==> src/rtl/multi_channel_button_conditioner_if.sv <==
// Button conditioner bus: raw buttons and lockout config in, conditioned pulses/levels out.
interface multi_channel_button_conditioner_if #(
    parameter int unsigned N_CH   = 4,
    parameter int unsigned TICK_W = 8
);
    logic [N_CH-1:0]   btn;
    logic [TICK_W-1:0] lock_ticks;
    logic              clear;
    logic [N_CH-1:0]   press_pulse;
    logic [N_CH-1:0]   level;
    logic [N_CH-1:0]   state;
    logic [N_CH-1:0]   long_pulse;

    modport master (
        output btn, lock_ticks, clear,
        input  press_pulse, level, state, long_pulse
    );

    modport slave (
        input  btn, lock_ticks, clear,
        output press_pulse, level, state, long_pulse
    );
endinterface

==> src/rtl/multi_channel_button_conditioner.sv <==
// N-channel pushbutton conditioner: 2-FF sync, tick-timed press/release lockout, pulse/level/toggle.
// Optional long-hold detection is enabled by defining BTN_LONG_PRESS_EN.
module multi_channel_button_conditioner #(
    parameter int unsigned N_CH       = 4,
    parameter int unsigned PRESCALE   = 1000000,
    parameter int unsigned TICK_W     = 8,
    parameter int unsigned LONG_TICKS = 50
) (
    input logic                               clk_ms,
    input logic                               reset,
    multi_channel_button_conditioner_if.slave bus
);
    localparam int unsigned PW = (PRESCALE > 1) ? $clog2(PRESCALE) : 1;

    typedef enum logic [1:0] {StIdle, StPressLock, StHeld, StRelLock} ch_state_e;

    if (PRESCALE < 1 || LONG_TICKS < 1 || LONG_TICKS >= (1 << TICK_W)) begin : g_param_check
        $error("multi_channel_button_conditioner: invalid PRESCALE/LONG_TICKS/TICK_W");
    end

    logic [N_CH-1:0]   sync1_q;
    logic [N_CH-1:0]   s_q;
    logic [PW-1:0]     presc_q;
    logic              tick;
    logic [TICK_W-1:0] lock_len;
    ch_state_e         st_q    [N_CH];
    logic [TICK_W-1:0] cnt_q   [N_CH];
    logic [TICK_W:0]   cnt_inc [N_CH];
    logic [N_CH-1:0]   lock_done;
    logic [N_CH-1:0]   accept;
    logic [N_CH-1:0]   press_q;
    logic [N_CH-1:0]   level_q;
    logic [N_CH-1:0]   state_q;

    assign tick     = (presc_q == PW'(PRESCALE - 1));
    assign lock_len = (bus.lock_ticks == '0) ? TICK_W'(1) : bus.lock_ticks;

    // One extra bit so the live compare against a shrunk lock_ticks cannot overflow.
    always_comb begin
        for (int i = 0; i < int'(N_CH); i++) begin
            cnt_inc[i]   = {1'b0, cnt_q[i]} + {{TICK_W{1'b0}}, tick};
            lock_done[i] = (cnt_inc[i] >= {1'b0, lock_len});
            accept[i]    = (st_q[i] == StIdle) && s_q[i];
        end
    end

    always_ff @(posedge clk_ms or posedge reset) begin
        if (reset) begin
            sync1_q <= '0;
            s_q     <= '0;
            presc_q <= '0;
        end else begin
            sync1_q <= bus.btn;
            s_q     <= sync1_q;
            presc_q <= tick ? '0 : presc_q + 1'b1;
        end
    end

    always_ff @(posedge clk_ms or posedge reset) begin
        if (reset) begin
            press_q <= '0;
            level_q <= '0;
            state_q <= '0;
            for (int i = 0; i < int'(N_CH); i++) begin
                st_q[i]  <= StIdle;
                cnt_q[i] <= '0;
            end
        end else begin
            press_q <= accept;
            // A coincident clear overrides the toggle of an accepted press.
            state_q <= bus.clear ? '0 : (state_q ^ accept);
            for (int i = 0; i < int'(N_CH); i++) begin
                unique case (st_q[i])
                    StIdle: begin
                        if (s_q[i]) begin
                            st_q[i]    <= StPressLock;
                            cnt_q[i]   <= '0;
                            level_q[i] <= 1'b1;
                        end
                    end
                    StPressLock: begin
                        if (lock_done[i]) begin
                            cnt_q[i] <= '0;
                            if (s_q[i]) begin
                                st_q[i] <= StHeld;
                            end else begin
                                st_q[i]    <= StRelLock;
                                level_q[i] <= 1'b0;
                            end
                        end else begin
                            cnt_q[i] <= cnt_inc[i][TICK_W-1:0];
                        end
                    end
                    StHeld: begin
                        if (!s_q[i]) begin
                            st_q[i]    <= StRelLock;
                            cnt_q[i]   <= '0;
                            level_q[i] <= 1'b0;
                        end
                    end
                    StRelLock: begin
                        if (lock_done[i]) begin
                            st_q[i]  <= StIdle;
                            cnt_q[i] <= '0;
                        end else begin
                            cnt_q[i] <= cnt_inc[i][TICK_W-1:0];
                        end
                    end
                    default: begin
                        st_q[i]    <= StIdle;
                        cnt_q[i]   <= '0;
                        level_q[i] <= 1'b0;
                    end
                endcase
            end
        end
    end

    assign bus.press_pulse = press_q;
    assign bus.level       = level_q;
    assign bus.state       = state_q;

`ifdef BTN_LONG_PRESS_EN
    logic [TICK_W-1:0] hold_q [N_CH];
    logic [N_CH-1:0]   long_q;

    // Saturates at LONG_TICKS, so the pulse can fire only once per press.
    always_ff @(posedge clk_ms or posedge reset) begin
        if (reset) begin
            long_q <= '0;
            for (int i = 0; i < int'(N_CH); i++) begin
                hold_q[i] <= '0;
            end
        end else begin
            long_q <= '0;
            for (int i = 0; i < int'(N_CH); i++) begin
                if (accept[i]) begin
                    hold_q[i] <= '0;
                end else if (tick && level_q[i] && (hold_q[i] < TICK_W'(LONG_TICKS))) begin
                    hold_q[i] <= hold_q[i] + 1'b1;
                    if ((hold_q[i] + 1'b1) == TICK_W'(LONG_TICKS)) begin
                        long_q[i] <= 1'b1;
                    end
                end
            end
        end
    end

    assign bus.long_pulse = long_q;
`else
    assign bus.long_pulse = '0;
`endif
endmodule

==> src/flat_wrapper.sv <==
// flat-port wrapper written by rule: the top's interface ports become plain ports
module multi_channel_button_conditioner_flat 
#(
    parameter int unsigned N_CH       = 4,
    parameter int unsigned PRESCALE   = 1000000,
    parameter int unsigned TICK_W     = 8,
    parameter int unsigned LONG_TICKS = 50
)
  (clk_ms, reset, bus_btn, bus_lock_ticks, bus_clear, bus_press_pulse, bus_level, bus_state, bus_long_pulse);
  multi_channel_button_conditioner_if #(.N_CH(N_CH), .TICK_W(TICK_W)) bus_i ();
  input logic clk_ms;
  input logic reset;
  input wire logic [$bits(bus_i.btn)-1:0] bus_btn;
  input wire logic [$bits(bus_i.lock_ticks)-1:0] bus_lock_ticks;
  input wire logic [$bits(bus_i.clear)-1:0] bus_clear;
  output wire logic [$bits(bus_i.press_pulse)-1:0] bus_press_pulse;
  output wire logic [$bits(bus_i.level)-1:0] bus_level;
  output wire logic [$bits(bus_i.state)-1:0] bus_state;
  output wire logic [$bits(bus_i.long_pulse)-1:0] bus_long_pulse;
  assign bus_i.btn = bus_btn;
  assign bus_i.lock_ticks = bus_lock_ticks;
  assign bus_i.clear = bus_clear;
  assign bus_press_pulse = bus_i.press_pulse;
  assign bus_level = bus_i.level;
  assign bus_state = bus_i.state;
  assign bus_long_pulse = bus_i.long_pulse;
  multi_channel_button_conditioner #(.N_CH(N_CH), .PRESCALE(PRESCALE), .TICK_W(TICK_W), .LONG_TICKS(LONG_TICKS)) u_core (.clk_ms(clk_ms), .reset(reset), .bus(bus_i));
endmodule
==> config.mk <==
export PLATFORM = sky130hd
export DESIGN_NAME = multi_channel_button_conditioner_flat
export DESIGN_NICKNAME = d
export VERILOG_FILES = /design/src/rtl/multi_channel_button_conditioner_if.sv /design/src/rtl/multi_channel_button_conditioner.sv /design/src/flat_wrapper.sv
export SDC_FILE = /design/constraint.sdc
export NUM_CORES = 1
export LEC_CHECK = 0
export CORE_AREA = 3 3 156 82
export DETAILED_ROUTE_END_ITERATION = 7
export DIE_AREA = 0 0 159 85
export SLEW_MARGIN = 5
export SYNTH_ARGS = -nofsm -noshare
export SYNTH_HDL_FRONTEND = slang
export SYNTH_SLANG_ARGS = --single-unit
==> constraint.sdc <==
create_clock -name clk_ms -period 4.7 [get_ports clk_ms]
set_input_delay 0.94 -clock clk_ms [delete_from_list [all_inputs] [get_ports clk_ms]]
set_output_delay 0.94 -clock clk_ms [all_outputs]
set_load 0.01 [all_outputs]
[After elaboration in Yosys (flattened, before gate mapping)]
Index checks and enable logic that the tools add are counted.
Storage, ports and cells
  flip-flop bits (word level): 80
  output and inout port bits: 16
  logic and storage cells: 144
Operators by class
  add/subtract/negate cells: 5
  $lt $le $gt $ge: 4
  equality and inequality tests: 29
  mux-type cells: 59
  bitwise logic cells: 1
  reduce and logical (&&, ||, !) cells: 29
Operators with widths (count)
  8-bit two-way mux: 13
  8-bit one-hot mux with 3 select lines: 4
  8-bit by 1-bit adder with 9-bit output: 4
  9-bit by 8-bit greater-or-equal comparator with 1-bit output: 4
  2-bit two-way mux: 16
  2-bit one-hot mux with 4 select lines: 4
  2-bit by 1-bit inequality test with 1-bit output, second input constant: 12
  20-bit by 1-bit adder with 20-bit output, second input constant: 1
  20-bit equality test, second input constant: 1
  20-bit two-way mux: 1
  2-bit equality test, second input constant: 8
  1-bit two-way mux: 16
  4-bit AND reduction: 4
  1-bit one-hot mux with 3 select lines: 4
  3-bit AND reduction: 4
  3-bit nonzero test: 4
  2-bit by 1-bit equality test with 1-bit output, second input constant: 4
  2-bit zero test: 4
  8-bit zero test: 1
  2-bit inequality test, second input constant: 4
  2-bit AND reduction: 4
  2-bit OR reduction: 4
  1-bit logical AND: 4
  4-bit two-way mux: 1
  4-bit XOR: 1

[Depth between registers and ports, before layout]
  depth in word-level cells: 5
  depth in mapped cells: 17
  depth with buffers taken out: 15

[Worst setup path after synthesis]
OpenSTA, ideal clock, no wires.
  path kind: reg-to-reg
  start point: register u_core.presc_q[15]
  end point: register u_core.st_q[5] in the netlist's numbering
  setup time: 0.128 ns
  arrival: 3.912 ns
  data required time: 4.572 ns
  slack: 0.660 ns
  stages on the path, launching flop included: 16
  path buffers: 1
  cell sequence: dfrtp_1 > or4b_1 > nor4_1 > and3_1 > buf_2 > ha_1 > nand4_1 > or2_2 > xor2_1 > inv_1 > ha_1 > and3_1 > a221oi_2 > o21ai_2 > o31a_1 > mux2_1
On the way
  word-level cells in the longest chain between the ends: 5
  elaborated cells between the ends (all ways): 6
  classes of those cells: add/sub (1); order compare (1); eq/ne (3); reduce/logical (1)
Ends and longest elaborated chain
  start, declared: RTL line multi_channel_button_conditioner.sv:23  | logic [PW-1:0] presc_q;
  start signal, assigned: RTL line multi_channel_button_conditioner.sv:55  | presc_q <= tick ? '0 : presc_q + 1'b1;
  20-bit equality test (*): RTL line multi_channel_button_conditioner.sv:35  | assign tick = (presc_q == PW'(PRESCALE - 1));
  8-bit by 1-bit adder with 9-bit output (*): RTL line multi_channel_button_conditioner.sv:41  | cnt_inc[i] = {1'b0, cnt_q[i]} + {{TICK_W{1'b0}}, tick};
  9-bit by 8-bit greater-or-equal comparator with 1-bit output (*): RTL line multi_channel_button_conditioner.sv:42  | lock_done[i] = (cnt_inc[i] >= {1'b0, lock_len});
  2-bit by 1-bit inequality test with 1-bit output (no line)
  4-bit AND reduction (no line) (*)
  end signal, assigned by index: RTL line multi_channel_button_conditioner.sv:65  | st_q[i] <= StIdle;
  end signal, assigned by index: RTL line multi_channel_button_conditioner.sv:76  | st_q[i] <= StPressLock;
  end signal, assigned by index: RTL line multi_channel_button_conditioner.sv:85  | st_q[i] <= StHeld;
  end, declared: RTL line multi_channel_button_conditioner.sv:26  | ch_state_e st_q [N_CH];
Mark *: on every way between the ends. The rest lies on a longest branch, timed or not.
A chain may end at the register's enable or synchronous reset.

[Worst setup path after layout]
Ends and elaborated chain as after synthesis.

==> results.md <==
- Run status: finished, final reports clean
- Antenna violations before repair: 0
- Via-per-instance ratio: 5.191
- CP Capture Type: flip-flop
- Die ar.: 0.01352 mm2
- Post-cts hold buffer count: 0
- Clock buffer count from CTS: 9
- Pleak: 2.882 nW
- Clock power share: 29.0%
- Syn Std Cell Area: 0.005152 mm2
- Remaining antenna violation count: 0
- YS warnings: 0
- Peak Freq: 237.0 MHz
- CTS max path bufs: 2
- Max Cap Viol: 0
- Filler Cells Inserted: 1120
- Overflow after GRT: 0
- Adder-Cell Fraction of Synth Area: 14.57%
- Hold Crit Class: reg2reg
- CP max-delay cell: or4b_1
- Tot Pwr: 2.379 mW
- Hold_ws: 0.3507 ns
- DRC viols: 0
- Post-DR wirelength/cell: 14.14 um
- Initial core utilization: 44.30%
- Seq/Total Area, Yosys: 38.85%
- DR iter-0 viols: 148
- Post-Synth XOR/XNOR Area: 7.989%
- CP Launch Type: flip-flop
- Power Density: 402.5 mW/mm2
- Dominant cells by area after synthesis: dfrtp_1 (39%), ha_1 (15%), nand2_1 (4.4%)
- Fin. Hold Viols: 0
- Cts repair resizes: 0
- Cell Int Power: 1.550 mW
- Vias: 3862
- Yosys top cell area share: 38.85%
- Max Fanout on Critical Path: 8
- Setup violations, final: 0
- Setup repair after global routing missed its margin: false
- Fin. max-slew vios: 0
- Die Wd: 159 um
- Share of cells above drive strength 1: 7.945%
- Post-synthesis mux area share: 1.724%
- Core Area: 0.01163 mm2
- Final period util: 89.77%
- Crit path DAT: 4.43 ns
- Flop pwr share: 34.7%
- Count leader, synth: dfrtp_1
- Psw: 828.4 uW
- TritonCTS Sinks: 80
- Clk Latency, worst-skew pair: 0.33 ns
- Setup CP Type: reg2reg
- Placed cell area: 0.005622 mm2
- Row cnt: 28
- Diodes inserted: 0
- Multi-input gate area: 0.002945 mm2
- Syn-to-layout area delta: 14.72%
- Setup Skew: 0.003713 ns
- Gate Count Post-Synth: 538
- Async SR Flop Fraction: 100.0%
- Critical path's largest stage delay: 0.51 ns
- Slew of the pin with the lowest slew margin: 0.8538 ns
- All-layer global routing usage: 16.52%
- Post-Route WL: 10.52 mm
- Placer Congestion: 0.8463
- 1st-pass router iterations: 4
- Worst path required time: 4.91 ns
- Worst reg2reg path depth: 15
- Setup bufs post-CTS: 0
- Synth Area in Compound Gates: 14.01%
- Worst Hold Depth: 0
- Cell Chain, Critical Path: or4b_1 > nor4_1 > and3_1 > buf_4 > ha_1 > nand4_1 > or2_2 > xor2_1 > inv_1 > ha_1 > and3_1 > nand3_1 > a21oi_1 > o31a_1 > mux2_1
- Relative slew slack: 43.08%
- Net Sw Frac: 34.82%
- First-pass GRT wire length: 18.21 mm
- Clock root buffer: clkbuf_16
- Yosys cell types: 51
- Fin area: 0.005911 mm2
- Combinational family with the most area after synthesis: simple AND/OR/NAND/NOR gates
- Critical path buffers and inverters: 2
- Synth Area in Simple Gates: 18.58%
- H-tree depth: 3
- Maximum vdd drop: 0.0002152 V
- Port buffer count: 26
- Seq cells post-synth: 80
- Setup TNS Final: 0 ns
- Fin crit period: 4.219 ns
- Setup slack after layout: 0.4810 ns
- Storage cell area: 0.002002 mm2
- Gate power share: 36.3%
- Largest area contributor in the netlist: dfrtp_1
- Setup WS pre-CTS: 0.5092 ns
- Worst-path clk slew: 0.06 ns
- Layout Nets: 650
- Largest delay share family, worst path: simple AND/OR/NAND/NOR gates
- Hpwl dp: 7.710 mm
- Vias in the first global route: 3759
- CTS tree: yes
- Crit. path cell count: 15
- Main synth FF type: dfrtp_1
- Pin count of the biggest net entering global routing: 49
- Number of synthesized flops with an enable pin: 0
- Die H: 85 um
- List of most frequent post-synthesis cells: dfrtp_1 (80), ha_1 (60), nand2_1 (60)
- Top Ports: 31
- Syn Area/Cell: 9.577 um2
-- stage by stage --
stage	utilization [%]	std cells
finish	50.82	744
global placement	48.33	729
floorplan	-	541
detailed placement	48.33	729
CTS	50.82	744
global route	50.82	744
-- logic make-up after synthesis --
group / Yosys count
mux: 8
compound gates: 101
fa+ha+maj: 60
xor+xnor: 47
other cells: 1
flops: 80
buf+inv: 53
simple gates: 188
-- worst register-to-register path, stage by stage, from the launching register on --
cell and delay, ns:
dfrtp_1 0.39, or4b_1 0.51, nor4_1 0.24, and3_1 0.20, buf_4 0.16, ha_1 0.18, nand4_1 0.25, or2_2 0.37
xor2_1 0.19, inv_1 0.07, ha_1 0.27, and3_1 0.18, nand3_1 0.09, a21oi_1 0.37, o31a_1 0.30, mux2_1 0.33
-- state kept, by name (all words and copies together) (netlist names) --
signal,count
u_core.presc_q,20
u_core.bus.state,4
u_core.st_q,8
u_core.bus.press_pulse,4
u_core.cnt_q,32
u_core.s_q,4
u_core.sync1_q,4
u_core.bus.level,4
-- layout make-up --
type	instances	area share (%)
inverters	45	2.879
clock buffers	12	4.170
repair buffers	31	5.038
well taps	165	3.493
flip-flops and latches	80	33.87
clock inverters	3	0.7197
multi-input cells	408	49.83
-- cells in the final DEF, fill, tap and decap left out, types with 14 or more instances in the layout --
cell              n
a21oi_1          17
clkdlybuf4s50_1  26
dfrtp_1          80
ha_1             60
inv_1            44
nand2_1          60
nand3_1          19
nor2_1           37
nor3_1           17
o21ai_0          24
o31ai_1          14
xnor2_1          23
xor2_1           24
-- power by group through the flow --
| stage | Clock, mW | Sequential (mW) | Combinational (mW) |
|---|---|---|---|
| final | 0.691 | 0.825 | 0.863 |
| after global routing | 0.743 | 0.836 | 0.967 |
| after CTS | 0.719 | 0.825 | 0.865 |
| after detailed placement | 0 | 0.837 | 0.857 |
| after global placement | 0 | 0.835 | 0.860 |
| after floorplan | 0 | 0.841 | 0.613 |
-- metal layers --
metal / share of wire (%) / track usage, %
met1: 52 / 23.15
met2: 43 / 25.58
met3: 2.9 / 3.754
met4: 1.8 / 5.322
met5: 0 / 0
-- worst paths after layout --
| check | from | endpoint | slack [ns] |
|---|---|---|---|
| worst max-delay path | u_core.presc_q[15] | u_core.st_q[5] | 0.48 |
| worst min-delay path | u_core.sync1_q[2] | u_core.s_q[2] | 0.35 |
| worst max register to register | u_core.presc_q[15] | u_core.st_q[5] | 0.48 |
| worst min register to register | u_core.sync1_q[2] | u_core.s_q[2] | 0.35 |
| max in group asynchronous | reset | u_core.cnt_q[19] | 2.68 |
| min in group asynchronous | reset | u_core.sync1_q[0] | 1.07 |
No activity file was read; power rests on OpenSTA's default activity.
